===== config.mk =====
export PLATFORM = sky130hd
export DESIGN_NAME = dmem_port_arbiter
export DESIGN_NICKNAME = d
export VERILOG_FILES = /design/src/rtl/dmem_port_arbiter_pkg.sv /design/src/rtl/dmem_port_arbiter_btn_edge_detect.sv /design/src/rtl/dmem_port_arbiter.sv
export SDC_FILE = /design/constraint.sdc
export NUM_CORES = 1
export LEC_CHECK = 0
export ABC_AREA = 0
export CAP_MARGIN = 15
export CORE_MARGIN = 5
export CORE_UTILIZATION = 33
export DETAILED_ROUTE_END_ITERATION = 8
export PLACE_DENSITY = 0.8
export SYNTH_ARGS = -nofsm -noshare
export SYNTH_HDL_FRONTEND = slang
export SYNTH_SLANG_ARGS = --single-unit

===== constraint.sdc =====
create_clock -name clk -period 2.85 [get_ports clk]
set_clock_uncertainty 0.2 [all_clocks]
set_input_delay 0.57 -clock clk [delete_from_list [all_inputs] [get_ports clk]]
set_output_delay 0.57 -clock clk [all_outputs]
set_load 0.005 [all_outputs]

===== src/rtl/dmem_port_arbiter_pkg.sv =====
// Shared definitions for the data-memory port arbiter and the memory wrappers.
package dmem_port_arbiter_pkg;

  localparam int DEF_ADDR_W = 10;
  localparam int DEF_DATA_W = 32;

  typedef enum logic [1:0] {
    IDLE    = 2'd0,
    WAIT    = 2'd1,
    ISSUE   = 2'd2,
    CAPTURE = 2'd3
  } arb_state_e;

endpackage


===== src/rtl/dmem_port_arbiter_btn_edge_detect.sv =====
// Registers the debounced debug button and emits a one-cycle rising-edge pulse.
module btn_edge_detect (
  input  logic clk,
  input  logic rst,
  input  logic btn,
  output logic rise
);

  logic btn_q;
  logic armed;

  // A button still held from before reset must be released once before it counts.
  always_ff @(posedge clk) begin
    if (!rst) begin
      btn_q <= 1'b0;
      armed <= 1'b0;
    end else begin
      btn_q <= btn;
      if (!btn) armed <= 1'b1;
    end
  end

  assign rise = btn & ~btn_q & armed;

endmodule


===== src/rtl/dmem_port_arbiter.sv =====
// Single-port data-memory arbiter: CPU has priority, the button-stepped debug
// reader is served within MAX_WAIT cycles by stalling the CPU for one cycle.
module dmem_port_arbiter
  import dmem_port_arbiter_pkg::*;
#(
  parameter int ADDR_W   = DEF_ADDR_W,
  parameter int DATA_W   = DEF_DATA_W,
  parameter int MAX_WAIT = 4
) (
  input  logic              clk,
  input  logic              rst,
  input  logic              cpu_rd,
  input  logic              cpu_wr,
  input  logic [ADDR_W-1:0] cpu_addr,
  input  logic [DATA_W-1:0] cpu_wdata,
  output logic [DATA_W-1:0] cpu_rdata,
  output logic              cpu_stall,
  input  logic              dbg_btn,
  output logic [DATA_W-1:0] dbg_rdata,
  output logic [ADDR_W-1:0] dbg_addr,
  output logic              dbg_busy,
  output logic              mem_en,
  output logic              mem_we,
  output logic [ADDR_W-1:0] mem_addr,
  output logic [DATA_W-1:0] mem_din,
  input  logic [DATA_W-1:0] mem_dout,
  output arb_state_e        state
);

  // Handshake: cpu_rd/cpu_wr are single-cycle requests; the request is issued
  // in any cycle where cpu_stall=0, otherwise the CPU re-presents it next cycle.

  arb_state_e state_nx;
  logic       pending;
  logic [3:0] wait_cnt;
  logic       btn_rise;
  logic       cpu_req;
  logic       want_read;

  btn_edge_detect u_btn (
    .clk  (clk),
    .rst  (rst),
    .btn  (dbg_btn),
    .rise (btn_rise)
  );

  assign cpu_req   = cpu_rd | cpu_wr;
  // A fresh edge is honoured in the same cycle it lands to keep idle latency short.
  assign want_read = pending | btn_rise;

  always_ff @(posedge clk) begin
    if (!rst) begin
      state <= IDLE;
    end else begin
      state <= state_nx;
    end
  end

  always_comb begin
    state_nx = state;
    case (state)
      IDLE:    if (want_read) state_nx = WAIT;
      WAIT:    if (!cpu_req || wait_cnt == 4'(MAX_WAIT)) state_nx = ISSUE;
      ISSUE:   state_nx = CAPTURE;
      CAPTURE: state_nx = want_read ? WAIT : IDLE;
      default: state_nx = IDLE;
    endcase
  end

  always_ff @(posedge clk) begin
    if (!rst) begin
      pending   <= 1'b0;
      wait_cnt  <= 4'd0;
      dbg_addr  <= '0;
      dbg_rdata <= '0;
    end else begin
      if (state == ISSUE) begin
        pending  <= btn_rise;
        wait_cnt <= 4'd0;
      end else begin
        if (btn_rise) pending <= 1'b1;
        if (state == WAIT && state_nx == WAIT && wait_cnt != 4'hF)
          wait_cnt <= wait_cnt + 4'd1;
      end
      if (state == CAPTURE) begin
        dbg_rdata <= mem_dout;
        dbg_addr  <= dbg_addr + 1'b1;
      end
    end
  end

  always_comb begin
    mem_en    = 1'b0;
    mem_we    = 1'b0;
    mem_addr  = '0;
    mem_din   = '0;
    cpu_stall = 1'b0;
    if (rst) begin
      if (state == ISSUE) begin
        mem_en    = 1'b1;
        mem_addr  = dbg_addr;
        cpu_stall = cpu_req;
      end else begin
        mem_en   = cpu_req;
        mem_we   = cpu_wr;
        mem_addr = cpu_addr;
        mem_din  = cpu_wdata;
      end
    end
  end

  assign cpu_rdata = mem_dout;
  assign dbg_busy  = (state != IDLE);

endmodule


==> results_dict.tcl <==
set metrics [dict create \
    summed_instance_area_of_the_synthesized_netlist_um2 2540 \
    clk_latency_ps 300 \
    timing.max_cap.violations 0 \
    final_wirelength_um 8840 \
    synth.ff_latch_count 51 \
    worst-slew-pin-transition_ps 635 \
    synthDistinctLibCells 31 \
    dpl.hpwl_um 6860 \
    timing.critical_path.to_type "primary output" \
    power_density_nw_per_um2 340 \
    worst-path-max-fanout 14 \
    maximum_number_of_pins_on_one_net_before_global_route_repair 48 \
    syn_to_final_growth_pct 78.5 \
    ir_drop_mv 0.269 \
    ys.warnings.count 0 \
    timing.max_slew.rel_slack_pct 57.7 \
    worst_path_largest_cell_delay_ps 530 \
    timing.fmax_ghz 0.361 \
    min_delay_worst_endpoint "u_btn.armed$_SDFFE_PN0N_" \
    cts_tree "done" \
    asyncSetResetFlopFracSynth_pct 0 \
    final.fill_count 690 \
    grt_overflow 0 \
    port-buffer-count 200 \
    design.portCount 201 \
    max-clock-path-buffers 2 \
    power.combinational.fraction_pct 23.4 \
    critical_path_class "primary input to primary output" \
    dieHeight_um 97.8 \
    ant_nets 0 \
    setup_tns_ps 0 \
    synth_edf_count 0 \
    drv_slew 0 \
    tmin_final_ps 2770 \
    final_core_area_utilization_pct 59.7 \
    clkTransAtPathRegs_ps 80 \
    cp_common_cell "sky130_fd_sc_hd__clkdlybuf4s50_1" \
    sequential_cell_fraction_of_total_power_pct 47.5 \
    timing.critical_path.cells "clkdlybuf4s50_1 -> buf_4 -> and3_1 -> clkdlybuf4s50_1" \
    reg2reg_to "wait_cnt[2]$_SDFFE_PP0P_" \
    critPathRequiredTime_ps 2080 \
    detailroute.via_count 2881 \
    yosys.area.top_type_share_pct 40.2 \
    post-route-period-util_pct 97.2 \
    synth_largest_area_cell "sky130_fd_sc_hd__dfxtp_1" \
    crit_family "buffers and inverters" \
    grt.total_usage_pct 17.7 \
    antenna-diode-count 0 \
    switching_portion_of_total_power_pct 23.0 \
    grt_pass1_vias 2849 \
    run_status "finished clean" \
    rrSetupSlack_ps 640 \
    initial_utilization_pct 33.4 \
    timing.hold.worst_path_depth 2 \
    clkPwrFrac_pct 29.1 \
    regToRegStartpoint "wait_cnt[0]$_SDFFE_PP0P_" \
    synth_area_leaders "sky130_fd_sc_hd__dfxtp_1 40%, sky130_fd_sc_hd__nand2_1 14%, sky130_fd_sc_hd__a21oi_1 9.4%, sky130_fd_sc_hd__buf_4 9.4%, sky130_fd_sc_hd__and3_1 8.1%" \
    worst_reg_to_reg_cells 6 \
    yosys_most_used_dff "sky130_fd_sc_hd__dfxtp_1" \
    antenna_found_initial 0 \
    drc_errors 0 \
    holdCritStartpoint "u_btn.armed$_SDFFE_PN0N_" \
    cts.htree.levels 2 \
    detailedRoute.firstPassIterationCount 4 \
    die_area_um2 9560 \
    place.gp.congestion 0.908 \
    synth_fp_nets 427 \
    post-synth-top-count-cell "sky130_fd_sc_hd__nand2_1" \
    clk_root_buffer_cell "sky130_fd_sc_hd__clkbuf_8" \
    worst_hold_path_type "flip-flop to flip-flop" \
    internal_power_mw 1.19 \
    drt_iter0_markers 92 \
    cts_setup_buffers 0 \
    cts_buf_count 5 \
    switchingPower_uw 355 \
    nets 586 \
    final_cells 607 \
    totalPowerFinal_mw 1.54 \
    crit_path_start_kind "primary input" \
    dp_cells 599 \
    cp.arrival_ps 2000 \
    grt_first_pass_wirelength_um 14200 \
    crit_slowest_cell "sky130_fd_sc_hd__clkdlybuf4s50_1" \
    syn_inst_count 345 \
    fraction_of_layout_instances_using_a_drive_strength_above_1_pct 4.16 \
    buffers_and_inverters_on_the_worst_path 3 \
    synth.yosys.seq_area_share_pct 40.2 \
    finalHoldViolCount 0 \
    rows 32 \
    detail_route.vias_per_cell 4.75 \
    die_width_um 97.8 \
    detail_route.wl_per_cell_um 14.6 \
    power.static_leakage_nw 1.72 \
    setup_viol 0 \
    rsz0062_at_grt "false" \
    clock-sinks 51 \
    synthTopCellsByCount "95 x sky130_fd_sc_hd__nand2_1, 51 x sky130_fd_sc_hd__dfxtp_1, 48 x sky130_fd_sc_hd__a21oi_1, 33 x sky130_fd_sc_hd__and3_1, 32 x sky130_fd_sc_hd__buf_4" \
    core_region_area_um2 7610 \
    synth_area_per_cell_um2 7.37 \
]
-- cells by family (layout without fill, tap and decap cells) --
kind of cell             Yosys count  after routing  synth area share [%]
flip-flops                        51             51                  40.2
adder cells (fa/ha/maj)            3              3                  1.48
XOR/XNOR                           9              9                  3.10
AND/OR/NAND/NOR                  166            166                  30.3
buffers and inverters             62            222                  13.9
AO/OA/AOI/OAI                     54             54                  11.0
-- power groups by stage --
stage	sequential [mW]	clock [mW]	combinational (mW)
finish	0.733	0.449	0.361
global route	0.735	0.495	0.388
CTS	0.732	0.467	0.364
detailed placement	0.749	0	0.361
global placement	0.748	0	0.356
floorplan	0.747	0	0.123
-- cell type report --
class                           instances  area (um^2)  area share (%)
Inverter                                6         22.5           0.496
Clock buffer                            8          100            2.21
Timing Repair Buffer                  208         2090            46.2
Sequential cell                        51         1020            22.6
Multi-Input combinational cell        232         1170            25.8
Tap cell                              102          128            2.81
-- stage by stage --
stage / area, um^2 / hold slack [ps] / setup WS, ps
6_report: 4540 / 251 / 79.0
5_1_grt: 4540 / 271 / 20.8
4_1_cts: 4530 / 258 / 19.0
3_5_place_dp: 4430 / 244 / 58.9
3_3_place_gp: 4430 / 233 / 54.2
2_1_floorplan: 2540 / 226 / 611
-- tightest hold or removal path, delay by kind of cell, from the launching register on --
family	cells	cell delay, ps
DFF	1	320
buffers and inverters	1	50
AOI/OAI and AO/OA	1	50
-- layer usage --
layer	track usage, %	wire, um	up-vias
met1	20.9	3600	1336
li1	-	-	1423
met3	5.43	614	13
met4	4.47	112	0
met2	31.4	4520	109
met5	0	0	-
-- sequential cells by signal (all words and copies together), names as in the netlist --
signal and flops:
dbg_rdata 32, dbg_addr 10, wait_cnt 4, state 2, pending 1, u_btn.armed 1, u_btn.btn_q 1
-- worst max-delay path by stage --
stage / from / to / slack, ps / cells past startpoint
floorplan: rst / mem_addr[0] / 610 / 5
global placement: rst / cpu_stall / 50 / 4
finish: rst / mem_din[0] / 80 / 4
global route: rst / mem_din[29] / 20 / 4
CTS: state[0]$_SDFF_PN0_ / mem_addr[5] / 20 / 5
detailed placement: rst / cpu_stall / 60 / 4
-- repair_timing --
action,in CTS,in global routing
hold buffers,0,0
hold endpoints to repair,0,0
endpoints found under the setup margin,0,45
resized for setup,0,6
-- layout by cell type, fill, tap and decap left out, drive strengths merged --
cell type / instances
nor2: 15
nor3: 2
o21a: 1
o21ai: 2
xnor2: 3
nand4: 2
nor2b: 1
o31ai: 1
or4: 3
buf: 8
inv: 6
and4: 3
clkbuf: 8
nand2: 95
nand2b: 2
and2: 2
or2: 1
or3: 1
and3b: 1
clkdlybuf4s50: 200
dfxtp: 51
nand3: 4
o211ai: 1
a21oi: 48
and3: 34
xor2: 6
ha: 3
a211oi: 1
No activity file was read; power rests on OpenSTA's default activity.
